==> src/rtl/decade_chain_ctrl.sv <==
// Four-digit BCD up-counter with run/pause/clear control, prescaled tick and terminal-count target.
// All outputs registered: a tick shows on count one cycle after the prescaler's last cycle; no backpressure.
module decade_chain_ctrl #(
  parameter int unsigned PRESCALE = 10
) (
  input  logic        clk,
  input  logic        rst,
  input  logic        start,
  input  logic        stop,
  input  logic        clear,
  input  logic [15:0] target,
  output logic [15:0] count,
  output logic        busy,
  output logic        done,
  output logic        wrap
);

  typedef enum logic [1:0] {
    IDLE  = 2'd0,
    RUN   = 2'd1,
    PAUSE = 2'd2,
    DONE  = 2'd3
  } state_t;

  localparam logic [15:0] PRESC_LAST = 16'(PRESCALE - 1);

  state_t      state_q;
  logic [15:0] count_q;
  logic [15:0] presc_q;
  logic [15:0] tgt_q;
  logic        busy_q;
  logic        done_q;
  logic        wrap_q;

  logic [15:0] count_d;
  logic [15:0] presc_d;
  logic        inc_carry;
  logic        tgt_valid;
  logic        tick;
  logic        hit;
  logic        start_cmd;

  // Ripple a decimal carry from the least significant digit upward.
  always_comb begin
    count_d   = count_q;
    inc_carry = 1'b1;
    for (int i = 0; i < 4; i++) begin
      if (inc_carry) begin
        if (count_q[4*i +: 4] >= 4'd9) begin
          count_d[4*i +: 4] = 4'd0;
        end else begin
          count_d[4*i +: 4] = count_q[4*i +: 4] + 4'd1;
          inc_carry         = 1'b0;
        end
      end
    end
  end

  // A target holding any non-decimal digit can never be reached.
  always_comb begin
    tgt_valid = 1'b1;
    for (int i = 0; i < 4; i++) begin
      if (tgt_q[4*i +: 4] > 4'd9) begin
        tgt_valid = 1'b0;
      end
    end
  end

  assign presc_d   = presc_q + 16'd1;
  assign tick      = (state_q == RUN) && (presc_q == PRESC_LAST);
  assign hit       = tgt_valid && (count_d == tgt_q);
  assign start_cmd = start && !stop;

  always_ff @(posedge clk or posedge rst) begin
    if (rst) begin
      state_q <= IDLE;
      count_q <= '0;
      presc_q <= '0;
      tgt_q   <= '0;
      busy_q  <= 1'b0;
      done_q  <= 1'b0;
      wrap_q  <= 1'b0;
    end else begin
      done_q <= 1'b0;
      wrap_q <= 1'b0;
      if (clear) begin
        state_q <= IDLE;
        count_q <= '0;
        presc_q <= '0;
        busy_q  <= 1'b0;
      end else begin
        case (state_q)
          IDLE: begin
            if (start_cmd) begin
              tgt_q   <= target;
              presc_q <= '0;
              state_q <= RUN;
              busy_q  <= 1'b1;
            end
          end
          RUN: begin
            if (stop) begin
              state_q <= PAUSE;
              busy_q  <= 1'b0;
            end else if (tick) begin
              presc_q <= '0;
              count_q <= count_d;
              wrap_q  <= inc_carry;
              if (hit) begin
                state_q <= DONE;
                busy_q  <= 1'b0;
                done_q  <= 1'b1;
              end
            end else begin
              presc_q <= presc_d;
            end
          end
          PAUSE: begin
            if (start_cmd) begin
              state_q <= RUN;
              busy_q  <= 1'b1;
            end
          end
          DONE: begin
            if (start_cmd) begin
              count_q <= '0;
              presc_q <= '0;
              tgt_q   <= target;
              state_q <= RUN;
              busy_q  <= 1'b1;
            end
          end
          default: begin
            state_q <= IDLE;
            busy_q  <= 1'b0;
          end
        endcase
      end
    end
  end

  assign count = count_q;
  assign busy  = busy_q;
  assign done  = done_q;
  assign wrap  = wrap_q;

endmodule

==> config.mk <==
export PLATFORM = sky130hd
export DESIGN_NAME = decade_chain_ctrl
export DESIGN_NICKNAME = d
export VERILOG_FILES = /design/src/rtl/decade_chain_ctrl.sv
export SDC_FILE = /design/constraint.sdc
export NUM_CORES = 1
export LEC_CHECK = 0
export ABC_CLOCK_PERIOD_IN_PS = 5880
export BUFFER_PORTS_ARGS = -buffer_cell sky130_fd_sc_hd__buf_2
export CAP_MARGIN = 20
export CORE_UTILIZATION = 35
export DETAILED_ROUTE_END_ITERATION = 16
export GPL_TIMING_DRIVEN = 1
export PLACE_DENSITY_LB_ADDON = 0.05
export SETUP_SLACK_MARGIN = 0.1
export SLEW_MARGIN = 10
export SYNTH_ARGS = -nofsm -noshare
export SYNTH_HDL_FRONTEND = slang
export SYNTH_SLANG_ARGS = --single-unit
==> constraint.sdc <==
create_clock -name clk -period 5.88 [get_ports clk]
set_input_delay 0 -clock clk [delete_from_list [all_inputs] [get_ports clk]]
set_output_delay 0 -clock clk [all_outputs]
set_load 0.02 [all_outputs]
==> results of run 1 <==
==> report_power, final <==
part	total [mW]	internal [mW]	leakage [nW]	switching, mW
combinational	0.149	0.0753	0.969	0.0735
clock	0.254	0.128	0.0585	0.126
sequential	0.434	0.394	0.706	0.0400
==> flip-flops by register name, summed over array words and instances (netlist names) <==
signal / flops
busy: 1
count: 16
done: 1
presc_q: 16
state_q: 2
tgt_q: 16
wrap: 1
==> timing repair <==
item | CTS | global route
resized for setup | 0 | 0
hold buffers | 18 | 0
hold endpoints to repair | 70 | 0
==> worst max-delay path: stages (launching register included) <==
cell and delay (ps):
sky130_fd_sc_hd__dfrtp_1 470, sky130_fd_sc_hd__inv_1 110, sky130_fd_sc_hd__ha_1 170, sky130_fd_sc_hd__nor3b_2 410, sky130_fd_sc_hd__nor4_2 70, sky130_fd_sc_hd__buf_4 210
sky130_fd_sc_hd__a222oi_1 410, sky130_fd_sc_hd__o22ai_1 120, sky130_fd_sc_hd__or4b_1 460, sky130_fd_sc_hd__or4_1 500, sky130_fd_sc_hd__o31a_1 310
==> worst max-delay path by stage <==
stage / slack [ps] / from / cells past startpoint / endpoint
2_1_floorplan: 2780 / count[0] / 10 / busy
3_3_place_gp: 2570 / count[9] / 9 / busy
3_5_place_dp: 2560 / count[9] / 9 / busy
4_1_cts: 2540 / count[9] / 9 / done
5_1_grt: 2310 / count[0] / 9 / done
6_report: 2530 / count[0] / 10 / busy
==> cells by family (layout without fill, tap and decap cells) <==
kind of cell | count (synthesis) | after routing | share of synthesized area
compound gates | 97 | 97 | 0.191
xor+xnor | 18 | 18 | 0.0449
fa+ha+maj | 16 | 16 | 0.0570
buf+inv | 37 | 91 | 0.0421
flops | 53 | 53 | 0.378
mux | 18 | 18 | 0.0560
simple gates | 151 | 151 | 0.231
==> cell usage in the layout, fill, tap and decap left out, types with 3 or more instances in the layout <==
cell	count
sky130_fd_sc_hd__dfrtp_1	53
sky130_fd_sc_hd__buf_2	39
sky130_fd_sc_hd__nand2_1	37
sky130_fd_sc_hd__nor2_1	36
sky130_fd_sc_hd__o21ai_0	32
sky130_fd_sc_hd__inv_1	21
sky130_fd_sc_hd__dlygate4sd3_1	18
sky130_fd_sc_hd__ha_1	16
sky130_fd_sc_hd__mux2_2	13
sky130_fd_sc_hd__nand2b_1	11
sky130_fd_sc_hd__nand4_1	11
sky130_fd_sc_hd__xor2_1	11
sky130_fd_sc_hd__a21oi_1	10
sky130_fd_sc_hd__nand3_1	8
sky130_fd_sc_hd__nor3_1	7
sky130_fd_sc_hd__xnor2_1	7
sky130_fd_sc_hd__mux2i_1	5
sky130_fd_sc_hd__or4_1	5
sky130_fd_sc_hd__or3_1	5
sky130_fd_sc_hd__a211oi_1	5
sky130_fd_sc_hd__clkbuf_8	5
sky130_fd_sc_hd__nor2b_1	4
sky130_fd_sc_hd__a21o_1	4
sky130_fd_sc_hd__o32ai_1	4
sky130_fd_sc_hd__o31ai_1	4
sky130_fd_sc_hd__and3_1	3
sky130_fd_sc_hd__nor4_1	3
sky130_fd_sc_hd__o31a_1	3
sky130_fd_sc_hd__o2bb2ai_1	3
sky130_fd_sc_hd__buf_4	3
==> layout make-up <==
type	instances	area [um2]
fillers	1013	5600
multi-input cells	300	2040
flip-flops and latches	53	1330
repair buffers	60	398
well taps	133	166
inverters	23	86.3
clock buffers	5	68.8
clock inverters	3	43.8
==> metrics by stage <==
step	setup WS (ps)	utilization
4_1_cts	2540	0.425
3_5_place_dp	2560	0.395
2_1_floorplan	2780	-
6_report	2530	0.425
3_3_place_gp	2570	0.395
5_1_grt	2310	0.425
==> layer usage <==
metal	wire [um]	track usage	vias up	part of all wire
met5	0	0	-	0
met1	4690	0.292	1531	0.50
met2	4330	0.307	56	0.46
met4	125	0.0527	0	0.013
li1	-	-	1536	-
met3	283	0.0260	10	0.030
==> metrics.yaml, run 1 <==
synthesis:
  syn_nets: 427
  ys.warnings.count: 0
  synth_largest_area_cell: "sky130_fd_sc_hd__dfrtp_1"
  synth_flop_cell: "sky130_fd_sc_hd__dfrtp_1"
  mean_area_per_synthesized_cell_um2: 9.00
  netlist_top_cells_count: "sky130_fd_sc_hd__dfrtp_1, sky130_fd_sc_hd__nand2_1, sky130_fd_sc_hd__nor2_1"
  postSynthRegisterBits: 53
  synth_edf_count: 0
  top_area_cell_type_share_of_the_netlist_area: 0.378
  synthArstFlopShare: 1.00
  synth.cell_area_um2: 3510
  synthTopCellsByArea: "sky130_fd_sc_hd__dfrtp_1, sky130_fd_sc_hd__ha_1, sky130_fd_sc_hd__o21ai_0"
  synth.yosys.seq_area_share: 0.378
  postSynthCellCount: 390
  synthMostInstantiatedCell: "sky130_fd_sc_hd__dfrtp_1"
  ys_types: 66
sta:
  worst_slew_margin_rel: 0.420
  layout_worst_path_cycle_share: 0.570
  timing.fmax_mhz: 298
  timing_worst_slew_pin_value_ps: 866
  grt_setup_unrepaired: "no"
  final_setup_fails: 0
  hold-worst-slack_ps: 26.0
  timing_hold_violations_final: 0
  report.final.slew_viol_count: 0
  finalClockSkew_ps: 5.20
  min_period_ps: 3350
  finalSetupTns_ps: 0
finish:
  antenna_cells: 0
  flow.area_growth_from_synthesis_pct: 17.7
  count_of_nets_after_finishing: 480
  postLayoutCellArea_um2: 4130
  finish.cell_count_without_fillers: 577
  drive_gt1_frac: 0.167
route:
  drt_wl_total_um: 9430
  residual_drc: 0
  drt_pre_antenna_iters: 5
  drt-initial-drc-count: 201
  vias_per_cell: 5.43
  routed-via-count: 3133
  route.antenna.remaining_nets: 0
  wire_per_inst_um: 16.3
floorplan:
  die_width_um: 102
  row_count: 36
  die_height_um: 102
  die_area_um2: 10400
  core_area_um2: 9730
  initial_core_util: 0.361
  pin_count: 40
clocking:
  clock_sinks: 53
  cts.htree.levels: 2
  clock_tree_from_tritoncts: "built"
  ctsLongestPathBuffers: 2
  numCtsBuffers: 5
  clk_pin_slew_ps: 100
  root_buffer: "sky130_fd_sc_hd__clkbuf_8"
  buffer_count_from_post_cts_setup_fixing: 0
  worstSkewPairLatency_ps: 300
worst_setup_path:
  worstSetupPathType: "reg2reg"
  cp_data_arrival_time_ps: 3550
  cp-end-kind: "flip-flop"
  reg2regPathDepth: 10
  worst_r2r_endpoint: "busy"
  critPathMaxFanout: 17
  critical_path.startpoint_type: "flip-flop"
  r2r_slack_ps: 2530
  critical_path_required_ps: 6080
  regToRegStartpoint: "count[0]"
global_routing:
  grtUsageTotal: 0.199
  maximum_number_of_pins_on_one_net_before_global_route_repair: 54
  global_route_wire_length_before_repair_um: 16000
  global_route.overflow_total: 0
  antenna_found_initial: 0
  vias_in_the_first_global_route: 3077
placement:
  gp_congestion: 0.799
  dp_hpwl_um: 6890
  post-place-cells: 551
  io_buffer_count: 39
  dpl-instance-area_um2: 3840
worst_hold_path:
  hold_path.startpoint: "stop"
  min_to: "wrap"
  min_path_cells: 2
  classification_of_the_worst_slack_hold_path: "in2reg"
power_and_ir_drop:
  power.density_nw_per_um2: 202
  finalPower_uw: 836
  max-vdd-ir-drop_mv: 0.105
  cellLeakagePower_nw: 1.73
run:
  cap_violations: 0
status:
  outcome: "finished clean"
No activity file was read; power rests on OpenSTA's default activity.
==> run 2: changes to the inputs <==
ABC_AREA = 1   (was unset)
ABC_CLOCK_PERIOD_IN_PS = 3100   (was 5880)
clock period = 3.1 ns   (was 5.88 ns; I/O delays follow)
==> metrics.yaml, run 2 <==
synthesis:
  synth.cell_area_um2: 3620
  synth_edf_count: 0
  synth_flop_cell: "sky130_fd_sc_hd__dfrtp_1"
  top_area_cell_type_share_of_the_netlist_area: 0.366
  synthMostInstantiatedCell: "sky130_fd_sc_hd__nand2_1"
  mean_area_per_synthesized_cell_um2: 7.55
  synthArstFlopShare: 1.00
  synthTopCellsByArea: "sky130_fd_sc_hd__dfrtp_1, sky130_fd_sc_hd__nand2_1, sky130_fd_sc_hd__nand3_1"
  netlist_top_cells_count: "sky130_fd_sc_hd__nand2_1, sky130_fd_sc_hd__inv_1, sky130_fd_sc_hd__nor2_1"
  ys.warnings.count: 0
  synth.yosys.seq_area_share: 0.366
  ys_types: 39
  syn_nets: 517
  postSynthRegisterBits: 53
  postSynthCellCount: 480
  synth_largest_area_cell: "sky130_fd_sc_hd__dfrtp_1"
sta:
  finalSetupTns_ps: 0
  worst_slew_margin_rel: 0.418
  layout_setup_ws_ps: 716
  timing_hold_violations_final: 0
  final_setup_fails: 0
  hold-worst-slack_ps: 40.5
  layout_worst_path_cycle_share: 0.769
  finalClockSkew_ps: 11.6
  timing.fmax_mhz: 419
  min_period_ps: 2380
  timing_worst_slew_pin_value_ps: 872
  grt_setup_unrepaired: "no"
  report.final.slew_viol_count: 0
floorplan:
  die_area_um2: 10800
  die_height_um: 104
  core_area_um2: 9910
  die_width_um: 104
  pin_count: 40
  row_count: 36
  initial_core_util: 0.366
finish:
  flow.area_growth_from_synthesis_pct: 16.7
  drive_gt1_frac: 0.190
  count_of_nets_after_finishing: 577
  most_frequent_cells_in_the_layout: "sky130_fd_sc_hd__nand2_1, sky130_fd_sc_hd__inv_1, sky130_fd_sc_hd__nor2_1"
  multiInputGateArea_um2: 1990
  antenna_cells: 0
  mostFrequentLayoutCell: "sky130_fd_sc_hd__nand2_1"
  finish.cell_count_without_fillers: 674
  nFillCells: 1061
  area_used_by_sequential_logic_in_the_layout_um2: 1330
worst_setup_path:
  reg2regPathDepth: 12
  crit_path_cell_trace: "inv_1 > ha_1 > a21oi_2 > nand2_2 > o21ai_2 > nand2_1 > nand2_1 > nand2_1 > a21oi_1 > nand4_2 > nand3_1 > nand2_1"
  critPathMaxFanout: 9
  r2r_slack_ps: 720
  worstSetupPathType: "reg2reg"
  worst_setup_path_startpoint: "count[0]"
  endpoint: "state_q[0]"
  critical_path.startpoint_type: "flip-flop"
  cp-end-kind: "flip-flop"
  crit_slowest_cell: "sky130_fd_sc_hd__dfrtp_1"
  worst_r2r_endpoint: "state_q[0]"
  crit_path_max_incr_delay_ps: 440
  crit_top_cell: "sky130_fd_sc_hd__nand2_1"
  critical_path_required_ps: 3310
  regToRegStartpoint: "count[0]"
  cp_data_arrival_time_ps: 2590
route:
  routed-via-count: 3251
  vias_per_cell: 4.82
  route.antenna.remaining_nets: 0
  drt-initial-drc-count: 111
  residual_drc: 0
  wire_per_inst_um: 13.5
  drt_pre_antenna_iters: 4
  drt_wl_total_um: 9130
clocking:
  ctsLongestPathBuffers: 2
  clock_tree_from_tritoncts: "built"
  clock_sinks: 53
  worstSkewPairLatency_ps: 320
  root_buffer: "sky130_fd_sc_hd__clkbuf_8"
  buffer_count_from_post_cts_setup_fixing: 0
  numCtsBuffers: 5
  clk_pin_slew_ps: 100
  cts.htree.levels: 2
global_routing:
  maximum_number_of_pins_on_one_net_before_global_route_repair: 41
  grtUsageTotal: 0.181
  global_route_wire_length_before_repair_um: 15700
  vias_in_the_first_global_route: 3251
  global_route.overflow_total: 0
  antenna_found_initial: 0
run:
  cap_violations: 0
power_and_ir_drop:
  cellLeakagePower_nw: 2.13
  power.density_nw_per_um2: 582
  max-vdd-ir-drop_mv: 0.247
placement:
  gp_congestion: 0.816
  post-place-cells: 649
  io_buffer_count: 39
  dp_hpwl_um: 7000
  detailedPlace.worstSlack_ps: 745
status:
  outcome: "finished clean"
worst_hold_path:
  classification_of_the_worst_slack_hold_path: "in2reg"
==> run 2: cell types whose count changed after synthesis, moves of 11 or more <==
cell                       before  now
sky130_fd_sc_hd__o21ai_0       32   16
sky130_fd_sc_hd__nand2_1       37  114
sky130_fd_sc_hd__nand2b_1      11    0
sky130_fd_sc_hd__a21oi_1       10   23
sky130_fd_sc_hd__nor2_1        36   60
sky130_fd_sc_hd__nand3_1        8   47
sky130_fd_sc_hd__inv_1         22   61
==> run 2: what timing repair did <==
item / 4_1_cts / 5_1_grt
resized for setup: 0 / 0
hold buffers: 17 / 0
endpoints found under the hold margin: 55 / 0
==> run 2: where the power goes <==
group	leakage [nW]	internal, mW	total [mW]	switching (mW)
clock network	0.0512	0.182	0.433	0.251
registers	0.689	0.835	0.964	0.129
logic	1.39	0.389	1.06	0.675
==> run 2: critical path: cells and delay by family, from the launching register on <==
| kind | cells | cell delay (ps) |
|---|---|---|
| AND/OR/NAND/NOR | 7 | 780 |
| AO/OA/AOI/OAI | 3 | 670 |
| flip-flops | 1 | 440 |
| adder cells (fa/ha/maj) | 1 | 250 |
| buffers and inverters | 1 | 130 |
==> run 2: final cells by class <==
type	instances	share of cell area
tap	133	0.0394
multi-input combinational	353	0.470
sequential	53	0.314
timing repair buffer	61	0.0953
clock buffer	6	0.0195
clock inverter	2	0.00326
inverter	66	0.0586
==> run 2: metal layers <==
layer | share of wire | vias to the layer above | track usage
met5 | 0 | - | 0
met4 | 0.012 | 0 | 0.0551
met3 | 0.025 | 11 | 0.0264
met2 | 0.49 | 42 | 0.315
met1 | 0.48 | 1534 | 0.232
li1 | - | 1664 | -
==> run 2: kinds of logic (layout without fill, tap and decap cells) <==
logic type	after synthesis	in the layout	synth area share
AOI/OAI and AO/OA	62	62	0.116
and+or+nand+nor	264	264	0.347
muxes	5	5	0.0155
buffers and inverters	74	135	0.0853
xor gates and xnor gates	6	6	0.0145
DFF	53	53	0.366
adders and majority gates	16	16	0.0552
==> run 2: worst min path at each step <==
stage | end | slack (ps) | cells past startpoint | from
after floorplan | tgt_q[0] | 150 | 1 | target[0]
after global placement | tgt_q[6] | 230 | 2 | target[6]
after detailed placement | tgt_q[6] | 240 | 2 | target[6]
after CTS | state_q[0] | 30 | 4 | stop
after global routing | state_q[0] | 70 | 4 | stop
final | state_q[0] | 40 | 4 | stop
==> run 2: metrics by stage <==
| step | cell area [um2] | util | power, mW |
|---|---|---|---|
| floorplan | 3620 | - | 1.76 |
| global placement | 3960 | 0.400 | 2.02 |
| detailed placement | 3960 | 0.400 | 2.04 |
| CTS | 4230 | 0.427 | 2.50 |
| global route | 4230 | 0.427 | 2.69 |
| finish | 4230 | 0.427 | 2.46 |
==> run 3: changes to the inputs <==
ABC_AREA = 0   (was 1)
ABC_CLOCK_PERIOD_IN_PS = 2000   (was 3100)
clock period = 2 ns   (was 3.1 ns; I/O delays follow)
==> metrics.yaml, run 3 (synthesis gave the netlist of run 1 again) <==
status:
  outcome: "complete, but fails checks"
  violated_checks: "negative setup slack"
worst_setup_path:
  worst_r2r_endpoint: "busy"
  r2r_slack_ps: -890
  cp_data_arrival_time_ps: 3100
  critical_path.startpoint_type: "flip-flop"
  cell_family_with_the_largest_share_of_critical_path_delay: "simple AND/OR/NAND/NOR gates"
  regToRegStartpoint: "count[0]"
  worstPathBufferInverterCount: 2
  crit_path_cell_trace: "inv_2 > ha_4 > nor3b_4 > buf_6 > nor3_4 > or3_4 > and2_4 > or4b_4 > or4_4 > o31a_1"
  reg2regPathDepth: 10
  cp-end-kind: "flip-flop"
  worst_setup_path_startpoint: "count[0]"
  critPathMaxFanout: 3
  crit_slowest_cell: "sky130_fd_sc_hd__or4b_4"
  critical_path_required_ps: 2210
  worstSetupPathType: "reg2reg"
  crit_path_max_incr_delay_ps: 510
clocking:
  root_buffer: "sky130_fd_sc_hd__clkbuf_8"
  cts.htree.levels: 2
  clock_sinks: 53
  clk_pin_slew_ps: 110
  numCtsBuffers: 5
  worstSkewPairLatency_ps: 320
  clock_tree_from_tritoncts: "built"
  ctsLongestPathBuffers: 2
route:
  drt_wl_total_um: 11300
  wire_per_inst_um: 15.8
  drt_pre_antenna_iters: 4
  vias_per_cell: 5.09
  routed-via-count: 3624
  route.antenna.remaining_nets: 0
  drt-initial-drc-count: 105
  residual_drc: 0
placement:
  gp_congestion: 0.896
  dpl-instance-area_um2: 4850
  detailedPlace.worstSlack_ps: -982
  post-place-cells: 661
  dp_hpwl_um: 8550
  io_buffer_count: 39
worst_hold_path:
  min_path_cells: 2
  min_to: "done"
  classification_of_the_worst_slack_hold_path: "in2reg"
  hold_path.startpoint: "stop"
sta:
  layout_setup_ws_ps: -887
  final_setup_fails: 32
  timing.fmax_mhz: 346
  finalClockSkew_ps: 10.6
  worst_slew_margin_rel: 0.658
  timing_worst_slew_pin_value_ps: 500
  timing_hold_violations_final: 0
  min_period_ps: 2890
  report.final.slew_viol_count: 0
  grt_setup_unrepaired: "yes"
  layout_worst_path_cycle_share: 1.44
finish:
  postLayoutCellArea_um2: 5770
  flow.area_growth_from_synthesis_pct: 64.5
  nFillCells: 905
  mostFrequentLayoutCell: "sky130_fd_sc_hd__buf_4"
  antenna_cells: 0
  count_of_nets_after_finishing: 615
  most_frequent_cells_in_the_layout: "sky130_fd_sc_hd__buf_4, sky130_fd_sc_hd__dfrtp_1, sky130_fd_sc_hd__buf_2"
  drive_gt1_frac: 0.525
  finish.cell_count_without_fillers: 712
floorplan:
  pin_count: 40
  row_count: 36
  die_height_um: 102
  core_area_um2: 9730
  die_width_um: 102
  initial_core_util: 0.361
  die_area_um2: 10400
global_routing:
  global_route_wire_length_before_repair_um: 18600
  antenna_found_initial: 0
  maximum_number_of_pins_on_one_net_before_global_route_repair: 22
  vias_in_the_first_global_route: 3578
  global_route.overflow_total: 0
  grtUsageTotal: 0.233
power_and_ir_drop:
  power.density_nw_per_um2: 481
  max-vdd-ir-drop_mv: 0.347
  cellLeakagePower_nw: 2.58
  finalPower_mw: 2.78
run:
  cap_violations: 0
[run 3: changes by cell type in the layout (fill, tap and decap cells not counted), moves of 8 or more]
cell and change:
sky130_fd_sc_hd__a21oi_1 -16, sky130_fd_sc_hd__buf_4 +119, sky130_fd_sc_hd__buf_6 +9, sky130_fd_sc_hd__dfrtp_1 -8
sky130_fd_sc_hd__dfrtp_2 +8, sky130_fd_sc_hd__inv_1 -46, sky130_fd_sc_hd__nand2_1 -83, sky130_fd_sc_hd__nand2b_1 +10
sky130_fd_sc_hd__nand3_1 -41, sky130_fd_sc_hd__nor2_1 -42, sky130_fd_sc_hd__o21ai_1 +11, sky130_fd_sc_hd__o22ai_2 -10
[run 3: worst max path at each step]
stage,slack [ps],cells after the start,end
final,-890,10,busy
after floorplan,-840,10,busy
after global routing,-1010,10,done
after global placement,-1010,11,busy
after detailed placement,-980,9,busy
after CTS,-880,10,busy
[run 3: through the flow]
| stage | hold slack, ps | util | setup TNS, ps |
|---|---|---|---|
| after detailed placement | 10.4 | 0.498 | -6050 |
| after global placement | 3.72 | 0.498 | -5870 |
| after CTS | 36.3 | 0.570 | -4290 |
| final | 43.1 | 0.593 | -4600 |
| after global routing | 52.4 | 0.593 | -7730 |
| after floorplan | 117 | - | -3210 |
[run 3: final cells by class]
| class | count | area, um2 | share of cell area |
|---|---|---|---|
| well taps | 133 | 166 | 0.0288 |
| flip-flops and latches | 53 | 1340 | 0.231 |
| repair buffers | 195 | 1500 | 0.260 |
| multi-input cells | 300 | 2560 | 0.444 |
| clock buffers | 5 | 68.8 | 0.0119 |
| inverters | 23 | 88.8 | 0.0154 |
| clock inverters | 3 | 47.5 | 0.00823 |
[run 3: where the power goes]
part           internal, mW  total [mW]  switching, mW
clock network         0.383       0.804          0.421
registers              1.16        1.22         0.0603
logic                 0.412       0.755          0.343
total                  1.95        2.78          0.824
[run 3: timing repair]
action                                 in CTS  in global routing
pin swaps                                  35                 17
setup endpoints to repair                  34                 36
buffers inserted                           11                 14
endpoints found under the hold margin      33                  0
hold buffers                               18                  0
gates resized for setup                    73                 37
cloned                                      1                  0
[run 3: per-layer routing]
layer  track usage  wire length (um)  up-vias
met5             0                 0        -
met4        0.0538                98        0
met3        0.0294               311        9
met2         0.368              5190       46
met1         0.338              5660     1756
li1              -                 -     1813
